### src/rtl/quad_decoder_4bit.sv
// Quadrature decoder: synchronizes encoder phases A/B and turns each Gray-code
// transition into an up/down step of a wrapping 4-bit position count.
module quad_decoder_4bit #(
    parameter int unsigned SYNC_STAGES = 2
) (
    input  logic       clk,
    input  logic       reset,
    input  logic       quad_a,
    input  logic       quad_b,
    input  logic       clear,
    output logic [3:0] count,
    output logic       up_down,
    output logic       step,
    output logic       err
);

    localparam int unsigned CNT_W = $clog2(SYNC_STAGES + 1);

    typedef enum logic {
        S_INIT,
        S_RUN
    } state_e;

    state_e                 state_q, state_d;
    logic [CNT_W-1:0]       init_cnt_q, init_cnt_d;
    logic [SYNC_STAGES-1:0] a_sync_q, a_sync_d;
    logic [SYNC_STAGES-1:0] b_sync_q, b_sync_d;
    logic [1:0]             prev_q, prev_d;
    logic [3:0]             count_q, count_d;
    logic                   up_down_q, up_down_d;
    logic                   step_q, step_d;
    logic                   err_q, err_d;

    logic [1:0] cur;
    logic [1:0] pos_cur, pos_prev, delta;

    // Next-state and output decode
    always_comb begin
        state_d    = state_q;
        init_cnt_d = init_cnt_q;
        prev_d     = prev_q;
        count_d    = count_q;
        up_down_d  = up_down_q;
        step_d     = 1'b0;
        err_d      = err_q;

        a_sync_d = {a_sync_q[SYNC_STAGES-2:0], quad_a};
        b_sync_d = {b_sync_q[SYNC_STAGES-2:0], quad_b};
        cur      = {a_sync_q[SYNC_STAGES-1], b_sync_q[SYNC_STAGES-1]};

        // Gray code to position along the up sequence 00,01,11,10
        pos_cur  = {cur[1], cur[1] ^ cur[0]};
        pos_prev = {prev_q[1], prev_q[1] ^ prev_q[0]};
        delta    = pos_cur - pos_prev;

        unique case (state_q)
            S_INIT: begin
                if (init_cnt_q == CNT_W'(SYNC_STAGES)) begin
                    prev_d  = cur;
                    state_d = S_RUN;
                end else begin
                    init_cnt_d = init_cnt_q + CNT_W'(1);
                end
            end
            S_RUN: begin
                prev_d = cur;
                unique case (delta)
                    2'd1: begin
                        count_d   = count_q + 4'd1;
                        up_down_d = 1'b1;
                        step_d    = 1'b1;
                    end
                    2'd3: begin
                        count_d   = count_q - 4'd1;
                        up_down_d = 1'b0;
                        step_d    = 1'b1;
                    end
                    2'd2: begin
                        err_d = 1'b1;
                    end
                    default: ;
                endcase
            end
        endcase

        // Clear wins over a same-cycle step or error
        if (clear) begin
            count_d   = 4'd0;
            err_d     = 1'b0;
            step_d    = 1'b0;
            up_down_d = up_down_q;
        end
    end

    always_ff @(posedge clk or negedge reset) begin
        if (!reset) begin
            state_q    <= S_INIT;
            init_cnt_q <= '0;
            a_sync_q   <= '0;
            b_sync_q   <= '0;
            prev_q     <= 2'b00;
            count_q    <= 4'd0;
            up_down_q  <= 1'b1;
            step_q     <= 1'b0;
            err_q      <= 1'b0;
        end else begin
            state_q    <= state_d;
            init_cnt_q <= init_cnt_d;
            a_sync_q   <= a_sync_d;
            b_sync_q   <= b_sync_d;
            prev_q     <= prev_d;
            count_q    <= count_d;
            up_down_q  <= up_down_d;
            step_q     <= step_d;
            err_q      <= err_d;
        end
    end

    assign count   = count_q;
    assign up_down = up_down_q;
    assign step    = step_q;
    assign err     = err_q;

endmodule

### config.mk
export PLATFORM = sky130hd
export DESIGN_NAME = quad_decoder_4bit
export DESIGN_NICKNAME = d
export VERILOG_FILES = /design/src/rtl/quad_decoder_4bit.sv
export SDC_FILE = /design/constraint.sdc
export NUM_CORES = 1
export LEC_CHECK = 0
export ABC_CLOCK_PERIOD_IN_PS = 2300
export BUFFER_PORTS_ARGS = -buffer_cell sky130_fd_sc_hd__buf_2
export CAP_MARGIN = 25
export CORE_AREA = 4 4 46 48
export CTS_CLUSTER_DIAMETER = 30
export DETAILED_ROUTE_END_ITERATION = 7
export DIE_AREA = 0 0 50 52
export GPL_TIMING_DRIVEN = 0
export PLACE_DENSITY = 0.66
export SLEW_MARGIN = 0
export SYNTH_ARGS = -nofsm -noshare
export SYNTH_HDL_FRONTEND = slang
export SYNTH_SLANG_ARGS = --single-unit
### constraint.sdc
create_clock -name clk -period 2.3 [get_ports clk]
set_input_delay 0.115 -clock clk [delete_from_list [all_inputs] [get_ports clk]]
set_output_delay 0.115 -clock clk [all_outputs]
set_load 0.02 [all_outputs]
==> results.yml <==
run_status:
  status: "finished, final reports clean"
critical_path:
  critical_path_class: "reg -> reg"
  r2r_cells: 9
  r2r-start: "prev_q[1]$_DFFE_PN0N_"
  worst_ep_required_time_ns: 2.53
  slowest_stage: "or4b_1"
  r2r_end: "count[2]$_DFFE_PN0P_"
  start_kind: "flop"
  critical_path.max_stage_delay_ns: 0.51
  cp.arrival_ns: 2.51
  reg2reg_slack_ns: 0.02
  critPathMaxFanout: 4
  path_cells: "xor2_1 > ha_1 > xnor3_2 > nor2_4 > xor2_1 > ha_1 > or4b_1 > a21oi_1 > a311o_1"
  cp-end-kind: "flop"
min_path:
  hp-start: "clear"
  hp-class: "in -> reg"
  hold_depth: 2
  holdPathEnd: "count[0]$_DFFE_PN0P_"
clocking:
  clock_latency_ns: 0.28
  htree_num_levels: 1
  clk_pin_slew_ns: 0.10
  cts.sinks: 16
  cts_made_buffers: 3
  cts-root-buf: "clkbuf_4"
  cts_tree: "done"
  clock_path_buffers: 2
drt:
  post-route-drc-count: 0
  num_vias: 481
  vias_per_cell: 4.54
  route.detailed.wl_per_inst_um: 11.3
  dr.pass1.iters: 4
  drtAntennaViolNets: 0
  wirelength_um: 1200
  drt_iter0_drc: 5
synthesis:
  ys.flop_type: "dfrtp_1"
  synth_top_cell_by_area: "dfrtp_1"
  synthArstFlopShare: 1.00
  synthTopCellsByCount: "dfrtp_1 (15), nor2_1 (9), ha_1 (4)"
  synth.most_common_cell: "dfrtp_1"
  netlist_area_um2: 739
  ys_seq_area_frac: 0.543
  synth_top_area_share: 0.508
  synthTopCellsByArea: "dfrtp_1 (51%), ha_1 (6.8%), nor2_1 (4.6%)"
  yosysWarningCount: 0
  synth-edff-count: 0
  synth_cell_types: 29
  synth_area_per_cell_um2: 12.1
  ys_seq_elements: 16
  syn_inst: 61
  syn-num-nets: 70
placed_design:
  dp_hpwl_um: 829
  place_congestion: 0.723
  numPortBuffers: 10
  place_area_um2: 821
floorplanning:
  start_util: 0.433
  ios: 12
  die_w_um: 50
  design.core.area_um2: 1710
  die-area_um2: 2600
  fp.dieH_um: 52
  rows: 15
grt:
  grt_pass1_vias: 525
  grtUsageTotal: 0.112
  grt_max_degree: 17
  grt_pass1_wl_um: 2190
  antenna_found_initial: 0
  grt_overflow: 0
final_layout:
  layout.nets: 91
  diodes: 0
  finalInstanceArea_um2: 931
  finish.utilization: 0.545
  layout-drive-gt1-share: 0.321
  syn_to_final_growth_pct: 25.9
sta:
  final.setup.tns_ns: 0
  hold_violations: 0
  setup_viol_count_final: 0
  fmax_mhz: 439
  skew_ns: 0.00831
  tightest_slew_ns: 0.438
  post-route-period-util: 0.991
  grt_setup_unrepaired: "yes"
  period_needed_ns: 2.28
  drv_slew: 0
  relSlewSlack: 0.708
power_and_ir_drop:
  power_density_nw_per_um2: 886
  ir_drop_mv: 0.479
  p_leak_nw: 0.438
flow_run:
  max-cap-violations: 0
-- layout make-up --
cell class | count | area [µm²]
fillers | 154 | 777
flip-flops and latches | 16 | 402
multi-input cells | 40 | 340
repair buffers | 16 | 103
clock buffers | 4 | 36.3
well taps | 25 | 31.3
inverters | 3 | 11.3
plain buffers | 2 | 7.51
-- timing repair --
action                                 4_1_cts  5_1_grt
buffers inserted                             2        1
pin swaps                                    1        2
setup endpoints to repair                    2        2
hold buffers                                 3        0
gates resized for setup                      2        1
endpoints found under the hold margin       17        0
-- per-stage QoR --
step	hold slack [ns]	std cells	power (mW)	setup WS [ns]
global route	0.254	106	0.879	-0.116
detailed placement	0.0458	96	0.616	-0.125
finish	0.201	106	0.825	0.0211
CTS	0.186	105	0.820	0.00255
floorplan	-0.181	61	0.546	0.0334
global placement	0.0423	96	0.610	-0.130
-- cell families (layout without fill, tap and decap cells) --
| group | count (synthesis) | in the layout | synth area share |
|---|---|---|---|
| AOI/OAI and AO/OA | 7 | 7 | 0.0609 |
| xor gates and xnor gates | 6 | 6 | 0.0914 |
| adders and majority gates | 4 | 4 | 0.0677 |
| buffers and inverters | 5 | 25 | 0.0254 |
| DFF | 16 | 16 | 0.543 |
| muxes | 5 | 5 | 0.0795 |
| and+or+nand+nor | 18 | 18 | 0.132 |
-- where the power goes --
part | internal (mW) | switching (mW) | total [mW]
clock | 0.0963 | 0.0855 | 0.182
sequential | 0.326 | 0.0364 | 0.362
combinational | 0.131 | 0.149 | 0.281
total | 0.554 | 0.271 | 0.825
-- layout by cell type, fill, tap and decap left out, types with 2 or more instances in the layout --
master         count
dfrtp_1           15
buf_2             10
nor2_1             9
xor2_1             3
ha_1               3
clkbuf_4           3
dlygate4sd3_1      3
buf_4              3
xnor2_1            2
inv_1              2
nand2_1            2
mux2_1             2
-- registers in the layout, summed over array words and instances (netlist names) --
signal,cells
err,1
step,1
a_sync_q,2
state_q,1
up_down,1
count,4
b_sync_q,2
prev_q,2
init_cnt_q,2
-- worst max path at each step --
stage	from	endpoint	slack, ns	depth (start not counted)
final	prev_q[1]$_DFFE_PN0N_	count[2]$_DFFE_PN0P_	0.02	9
after global routing	b_sync_q[1]$_DFF_PN0_	count[2]$_DFFE_PN0P_	-0.12	9
after CTS	b_sync_q[1]$_DFF_PN0_	count[3]$_DFFE_PN0P_	0.003	9
after detailed placement	prev_q[1]$_DFFE_PN0N_	count[3]$_DFFE_PN0P_	-0.13	9
after global placement	prev_q[1]$_DFFE_PN0N_	count[3]$_DFFE_PN0P_	-0.13	9
after floorplan	prev_q[1]$_DFFE_PN0N_	count[3]$_DFFE_PN0P_	0.03	9
-- metal layers --
metal | GRT usage | part of all wire | up-vias
met5 | 0 | 0 | -
met4 | 0.0691 | 0.0050 | 0
met3 | 0.0201 | 0.043 | 2
met2 | 0.178 | 0.45 | 8
met1 | 0.141 | 0.50 | 222
li1 | - | - | 249
-- worst max-delay path, delay by kind of cell, from the launching register on --
| kind | cells | cell delay [ns] |
|---|---|---|
| AOI/OAI and AO/OA | 2 | 0.24 |
| xor gates and xnor gates | 3 | 0.54 |
| adders and majority gates | 2 | 0.36 |
| DFF | 1 | 0.41 |
| and+or+nand+nor | 2 | 0.67 |
Note: power is estimated with default switching activity, not from simulation.
